<file path="config.mk">
export PLATFORM = sky130hd
export DESIGN_NAME = sseg_scan_controller
export DESIGN_NICKNAME = d
export VERILOG_FILES = /design/src/rtl/sseg_pkg.sv /design/src/rtl/sseg_bin2bcd.sv /design/src/rtl/sseg_scan_controller.sv
export SDC_FILE = /design/constraint.sdc
export NUM_CORES = 1
export LEC_CHECK = 0
export CAP_MARGIN = 30
export CORE_ASPECT_RATIO = 1.1
export CORE_MARGIN = 8
export CORE_UTILIZATION = 40
export DETAILED_ROUTE_END_ITERATION = 16
export PLACE_DENSITY = 0.63
export REMOVE_ABC_BUFFERS = 1
export SLEW_MARGIN = 20
export SYNTH_ARGS = -nofsm -noshare
export SYNTH_HDL_FRONTEND = slang
export SYNTH_SLANG_ARGS = --single-unit
</file>
<file path="constraint.sdc">
create_clock -name clk -period 4.7 [get_ports clk]
set_clock_uncertainty 0.1 [all_clocks]
set_input_delay 1.175 -clock clk [delete_from_list [all_inputs] [get_ports clk]]
set_output_delay 1.175 -clock clk [all_outputs]
set_load 0.1 [all_outputs]
</file>
<file path="src/rtl/sseg_pkg.sv">
// sseg_pkg
//   Shared definitions for the seven-segment scan controller: the hex glyph
//   table, the blank and dash segment patterns, the nibble type, the
//   converter state type and a helper that sizes the BCD result.
//   Segment patterns are active-low {g,f,e,d,c,b,a}.
package sseg_pkg;

  typedef logic [3:0] nibble_t;

  typedef enum logic {
    CONV_IDLE  = 1'b0,
    CONV_SHIFT = 1'b1
  } conv_state_t;

  localparam logic [6:0] SEG_BLANK = 7'h7F;
  localparam logic [6:0] SEG_DASH  = 7'h3F;

  // Entry n is the glyph for hex digit n (entry F listed first).
  localparam logic [15:0][6:0] GLYPH_TABLE = {
    7'h0E, 7'h06, 7'h21, 7'h46, 7'h03, 7'h08, 7'h10, 7'h00,
    7'h78, 7'h02, 7'h12, 7'h19, 7'h30, 7'h24, 7'h79, 7'h40
  };

  function automatic logic [6:0] glyph(input nibble_t n);
    return GLYPH_TABLE[n];
  endfunction

  // Decimal digits needed to hold any data_w-bit value (301/1000 ~ log10(2)),
  // never fewer than the number of displayed digits.
  function automatic int bcd_digits(input int data_w, input int min_digits);
    int d;
    d = (data_w * 301) / 1000 + 1;
    return (d > min_digits) ? d : min_digits;
  endfunction

endpackage

</file>
<file path="src/rtl/sseg_bin2bcd.sv">
// sseg_bin2bcd
//   Sequential binary-to-BCD converter (shift-add-3, one bit per cycle).
//   Only present in builds with SSEG_BCD_EN defined.
//   Ports:
//     clk, rst        clock, synchronous active-high reset
//     start, bin      start a conversion of bin (ignored while busy)
//     busy            high for exactly DATA_W cycles after start is taken
//     done            high in the last busy cycle; bcd is valid then
//     bcd             conversion result, BCD_W bits
//
//   state      | meaning
//   CONV_IDLE  | waiting for start
//   CONV_SHIFT | one adjust+shift step per cycle, DATA_W steps
`ifdef SSEG_BCD_EN
module sseg_bin2bcd
  import sseg_pkg::*;
#(
  parameter int DATA_W = 32,
  parameter int BCD_W  = 40
) (
  input  logic              clk,
  input  logic              rst,
  input  logic              start,
  input  logic [DATA_W-1:0] bin,
  output logic              busy,
  output logic              done,
  output logic [BCD_W-1:0]  bcd
);

  localparam int CNT_W = (DATA_W > 1) ? $clog2(DATA_W) : 1;

  conv_state_t       state_q, state_next;
  logic [CNT_W-1:0]  cnt_q;
  logic [DATA_W-1:0] bin_q, bin_sh;
  logic [BCD_W-1:0]  bcd_q, bcd_adj, bcd_sh;

  always_ff @(posedge clk) begin
    if (rst) begin
      state_q <= CONV_IDLE;
      cnt_q   <= '0;
      bin_q   <= '0;
      bcd_q   <= '0;
    end else begin
      state_q <= state_next;
      if (state_q == CONV_IDLE && start) begin
        bin_q <= bin;
        bcd_q <= '0;
        cnt_q <= CNT_W'(DATA_W - 1);
      end else if (state_q == CONV_SHIFT) begin
        bin_q <= bin_sh;
        bcd_q <= bcd_sh;
        cnt_q <= cnt_q - 1'b1;
      end
    end
  end

  always_comb begin
    state_next = state_q;
    bcd_adj    = bcd_q;
    for (int d = 0; d < BCD_W / 4; d++)
      if (bcd_q[4*d +: 4] >= 4'd5) bcd_adj[4*d +: 4] = bcd_q[4*d +: 4] + 4'd3;
    {bcd_sh, bin_sh} = {bcd_adj, bin_q} << 1;
    case (state_q)
      CONV_IDLE:  if (start) state_next = CONV_SHIFT;
      CONV_SHIFT: if (cnt_q == '0) state_next = CONV_IDLE;
      default:    state_next = CONV_IDLE;
    endcase
  end

  // The final step's result is presented combinationally so the caller can
  // load it on the same edge busy falls.
  assign busy = (state_q == CONV_SHIFT);
  assign done = busy && (cnt_q == '0);
  assign bcd  = bcd_sh;

endmodule
`endif

</file>
<file path="src/rtl/sseg_scan_controller.sv">
// sseg_scan_controller
//   Time-multiplexed seven-segment display driver with optional leading-zero
//   blanking and per-digit decimal points.
//   Build option: SSEG_BCD_EN -- captures are converted to decimal by
//   sseg_bin2bcd and overflow shows dashes; otherwise the value is shown in
//   hex and busy/overflow are tied low.
//   Ports:
//     clk, rst      clock, synchronous active-high reset
//     writeback     value to display; write_ready captures it when not busy
//     blank_en      leading-zero blanking enable
//     dp_mask       bit i lights the decimal point of digit i
//     SSEG_AN       active-low anode enables (registered)
//     SSEG_CA       active-low cathodes {dp,g,f,e,d,c,b,a} (registered)
//     busy          conversion in progress
//     overflow      displayed value does not fit in NUM_DIGITS digits
module sseg_scan_controller
  import sseg_pkg::*;
#(
  parameter int NUM_DIGITS  = 8,
  parameter int DATA_W      = 32,
  parameter int REFRESH_DIV = 100000
) (
  input  logic                  clk,
  input  logic                  rst,
  input  logic [DATA_W-1:0]     writeback,
  input  logic                  write_ready,
  input  logic                  blank_en,
  input  logic [NUM_DIGITS-1:0] dp_mask,
  output logic [NUM_DIGITS-1:0] SSEG_AN,
  output logic [7:0]            SSEG_CA,
  output logic                  busy,
  output logic                  overflow
);

  localparam int DISP_W = 4 * NUM_DIGITS;
  localparam int IDX_W  = (NUM_DIGITS > 1) ? $clog2(NUM_DIGITS) : 1;
  localparam int CNT_W  = $clog2(REFRESH_DIV);

  logic [DISP_W-1:0]     disp_q;
  logic                  ovf_q;
  logic [CNT_W-1:0]      dwell_q;
  logic [IDX_W-1:0]      idx_q, msd;
  logic [NUM_DIGITS-1:0] an_q, an_next;
  logic [7:0]            ca_q, ca_next;
  logic [6:0]            seg;
  nibble_t               nib;
  logic                  blank;

`ifdef SSEG_BCD_EN
  localparam int BCD_DIGITS = bcd_digits(DATA_W, NUM_DIGITS);
  localparam int BCD_W      = 4 * BCD_DIGITS;

  logic             conv_busy, conv_done, conv_ovf;
  logic [BCD_W-1:0] conv_bcd;

  sseg_bin2bcd #(
    .DATA_W (DATA_W),
    .BCD_W  (BCD_W)
  ) u_bin2bcd (
    .clk   (clk),
    .rst   (rst),
    .start (write_ready && !conv_busy),
    .bin   (writeback),
    .busy  (conv_busy),
    .done  (conv_done),
    .bcd   (conv_bcd)
  );

  always_comb begin
    conv_ovf = 1'b0;
    for (int d = NUM_DIGITS; d < BCD_DIGITS; d++)
      if (conv_bcd[4*d +: 4] != 4'h0) conv_ovf = 1'b1;
  end

  always_ff @(posedge clk) begin
    if (rst) begin
      disp_q <= '0;
      ovf_q  <= 1'b0;
    end else if (conv_done) begin
      disp_q <= conv_bcd[DISP_W-1:0];
      ovf_q  <= conv_ovf;
    end
  end

  assign busy = conv_busy;
`else
  always_ff @(posedge clk) begin
    if (rst) disp_q <= '0;
    else if (write_ready) disp_q <= writeback[DISP_W-1:0];
  end

  assign ovf_q = 1'b0;
  assign busy  = 1'b0;
`endif

  assign overflow = ovf_q;

  // Scan timing: dwell down-counter, digit index advances at terminal count.
  always_ff @(posedge clk) begin
    if (rst) begin
      dwell_q <= CNT_W'(REFRESH_DIV - 1);
      idx_q   <= '0;
      an_q    <= ~(NUM_DIGITS'(1));
      ca_q    <= 8'hC0;
    end else begin
      an_q <= an_next;
      ca_q <= ca_next;
      if (dwell_q == '0) begin
        dwell_q <= CNT_W'(REFRESH_DIV - 1);
        idx_q   <= (idx_q == IDX_W'(NUM_DIGITS - 1)) ? '0 : idx_q + 1'b1;
      end else begin
        dwell_q <= dwell_q - 1'b1;
      end
    end
  end

  always_comb begin
    // msd stays 0 for an all-zero value, so digit 0 is never blanked.
    msd = '0;
    for (int i = 0; i < NUM_DIGITS; i++)
      if (disp_q[4*i +: 4] != 4'h0) msd = IDX_W'(i);
    nib     = disp_q[{idx_q, 2'b00} +: 4];
    blank   = blank_en && !ovf_q && (idx_q > msd);
    seg     = ovf_q ? SEG_DASH : glyph(nib);
    an_next = ~(NUM_DIGITS'(1) << idx_q);
    if (blank) begin
      seg     = SEG_BLANK;
      an_next = '1;
    end
    ca_next = {~dp_mask[idx_q], seg};
  end

  assign SSEG_AN = an_q;
  assign SSEG_CA = ca_q;

endmodule

</file>
==> run_results.csv <==
group,metric,value,unit
place,dp_hpwl,5380,um
place,gp_congestion,0.8395,
sta,setup_violations,0,
cts,post_cts.repair.setup_buffers,0,
finish,syn_to_final_growth,24.40,%
cts,ctsLongestPathBuffers,2,
routing,wl,7108,um
cts,root_buffer,"clkbuf_8",
logic_synthesis,synth_seq_cells,68,
logic_synthesis,avgSynthCellArea,10.18,um^2
logic_synthesis,ys_warn_count,0,
worst_setup_path,r2r_slack,1.73,ns
place,dp_cells,469,
worst_setup_path,critPathSlowestCell,"clkdlybuf4s50_1",
worst_setup_path,crit_cells,1,
worst_setup_path,cp-endpoint,"SSEG_CA[6]",
worst_setup_path,r2r_cells,8,
global_route,overflow,0,
cts,clkTransAtPathRegs,0.07,ns
worst_setup_path,crit_type,"flip-flop to primary output",
routing,ant_nets,0,
status,status,"finished clean",
sta,fin_setup_tns,0,ns
worst_setup_path,path_buf_inv,1,
global_route,grt-busiest-layer,"met2",
floorplanning,fp.dieH,110.2,um
routing,firstDrtPassIters,4,
finish,final_cells,485,
worst_setup_path,cp_slowest_stage_delay,1.13,ns
worst_setup_path,crit_chain,"clkdlybuf4s50_1",
routing,drc_errors,0,
sta,hold_viol_final,0,
finish,n_antenna_cell,0,
pwr,p_per_area,304.4,nW/um^2
sta,slew_headroom,0.3455,
finish,layout.nets,432,
routing,viasPerCell,4.967,
routing,via_count,2409,
floorplanning,ioPinCount,62,
worst_setup_path,rr_startpoint,"idx_q[0]",
logic_synthesis,synth_edf_count,0,
logic_synthesis,synth_top_flop_cell,"dfxtp_1",
flow_run,maxCapViolCount,0,
cts,clock_latency,0.34,ns
place,place_area,3844,um^2
floorplanning,die_w,101.6,um
finish,drive_above_1_share,0.08753,
cts,cts_resized,0,
sta,max_freq,0.3259,GHz
sta,rsz0062_at_grt,"no",
routing,routedWlPerCell,14.66,um
global_route,grt_start_max_net_pins,40,
global_route,met2_usage,0.2151,
cts,htree_levels,3,
cts,cts_sinks,68,
worst_hold_path,hold_path_class,"flip-flop to flip-flop",
logic_synthesis,syn_inst,317,
floorplanning,dieArea,11200,um^2
cts,ctsHoldBuffers,0,
logic_synthesis,synth.cell_area,3226,um^2
worst_setup_path,r2r-end,"SSEG_CA[3]",
worst_setup_path,crit_fanout,1,
pwr,leakage,0.001615,uW
worst_setup_path,cp-end-kind,"primary output",
finish,fin_area,4013,um^2
worst_setup_path,crit_family,"buffers and inverters",
global_route,use_met3,0.02827,
worst_setup_path,crit_required,3.42,ns
place,port_buffers,59,
logic_synthesis,ys_seq_area_frac,0.4220,
global_route,grt_pass1_vias,2399,
global_route,globalRouteTotalUtil,0.1340,
routing,first_iter_violations,74,
global_route,grt_pass1_wl,11730,um
sta,setup_slack,1.631,ns
pwr,peakVddDrop,0.0001617,V
worst_setup_path,critPathLaunchType,"flip-flop",
floorplanning,start_util,0.4099,
sta,fin_crit,3.069,ns
cts,cts_tree,"built",
global_route,gr-usage-met1,0.1647,
logic_synthesis,synth_async_sr_flop_share,0,
worst_setup_path,arrival,1.79,ns
sta,tightestPinTransition,0.9786,ns
cts,cts_buffers,9,
sta,drv_slew,0,
pwr,total_power,1221,uW
place,dp_worst_setup_slack,1.687,ns
sta,period_share,0.6529,
global_route,antenna_found_initial,0,
worst_setup_path,crit_start,"SSEG_CA[6]",
floorplanning,row_count,34,
logic_synthesis,yosysUniqueCellTypes,46,
floorplanning,coreArea,7870,um^2
[cell usage in the layout, fill, tap and decap left out, types with 8 or more instances in the layout]
master | synthesis | routed
nand2_1 | 23 | 23
xnor2_1 | 10 | 10
inv_1 | 8 | 8
ha_1 | 16 | 16
clkbuf_8 | 2 | 10
mux2i_1 | 38 | 38
clkdlybuf4s50_1 | 0 | 58
nor2_1 | 59 | 59
nor4_1 | 9 | 9
dfxtp_1 | 68 | 68
[cells in the mapped netlist, drive strengths merged, types with 3 or more instances]
library cell  instances  share of area
a2111oi               3          0.010
a21oi                 7          0.011
buf                   8          0.019
clkbuf                9          0.017
dfxtp                68           0.42
ha                   16          0.062
inv                   9          0.010
mux2i                40           0.13
mux4                 10          0.073
nand2                23          0.027
nand3                 5         0.0078
nor2                 59          0.069
nor2b                 3         0.0058
nor3                  6         0.0093
nor4                 11          0.031
o21ai                 3         0.0047
xnor2                10          0.027
xor2                  3         0.0081
[layer usage]
layer	vias to the layer above	part of all wire
met5	-	0
met4	0	0.020
met3	11	0.050
met2	62	0.46
met1	1118	0.47
li1	1218	-
[registers in the layout, summed over array words and instances (netlist names)]
name and flops:
disp_q 32, dwell_q 17, SSEG_AN 8, idx_q 3, SSEG_CA 8
[layout make-up]
| type | instances | area [um^2] |
|---|---|---|
| clock buffers | 11 | 141.4 |
| clock inverters | 5 | 27.53 |
| fillers | 753 | 3857 |
| inverters | 9 | 33.78 |
| multi-input cells | 224 | 1720 |
| flip-flops and latches | 68 | 1361 |
| well taps | 108 | 135.1 |
| repair buffers | 60 | 593.1 |
[cell families (layout without fill, tap and decap cells)]
logic type | Yosys count | in the layout | share of synthesized area
buf+inv | 26 | 85 | 0.04577
simple gates | 120 | 120 | 0.1788
compound gates | 22 | 22 | 0.04772
mux | 51 | 51 | 0.2071
flops | 68 | 68 | 0.4220
other cells | 1 | 2 | 0.001163
fa+ha+maj | 16 | 16 | 0.06206
xor+xnor | 13 | 13 | 0.03530
[how the worst min path moves through the flow]
stage               startpoint    endpoint  slack, ns  cells past startpoint
floorplan           dwell_q[0]  dwell_q[0]       0.30                      1
global placement    dwell_q[0]  dwell_q[0]       0.33                      1
detailed placement  dwell_q[0]  dwell_q[0]       0.33                      1
CTS                 dwell_q[0]  dwell_q[0]       0.35                      1
global route        dwell_q[0]  dwell_q[0]       0.38                      1
finish              dwell_q[0]  dwell_q[0]       0.36                      1
[power breakdown]
part / leakage, uW / internal (uW) / switching (uW) / total (uW)
sequential: 0.000557 / 599 / 18.1 / 617
clock: 0.0000889 / 202 / 217 / 419
combinational: 0.000970 / 83.4 / 102 / 185
total: 0.00162 / 885 / 337 / 1220
[per-stage QoR]
stage,hold WS (ns),utilization
2_1_floorplan,0.2960,-
3_3_place_gp,0.3268,0.4884
3_5_place_dp,0.3338,0.4884
4_1_cts,0.3519,0.5099
5_1_grt,0.3751,0.5099
6_report,0.3606,0.5099
Note: power is estimated with default switching activity, not from simulation.
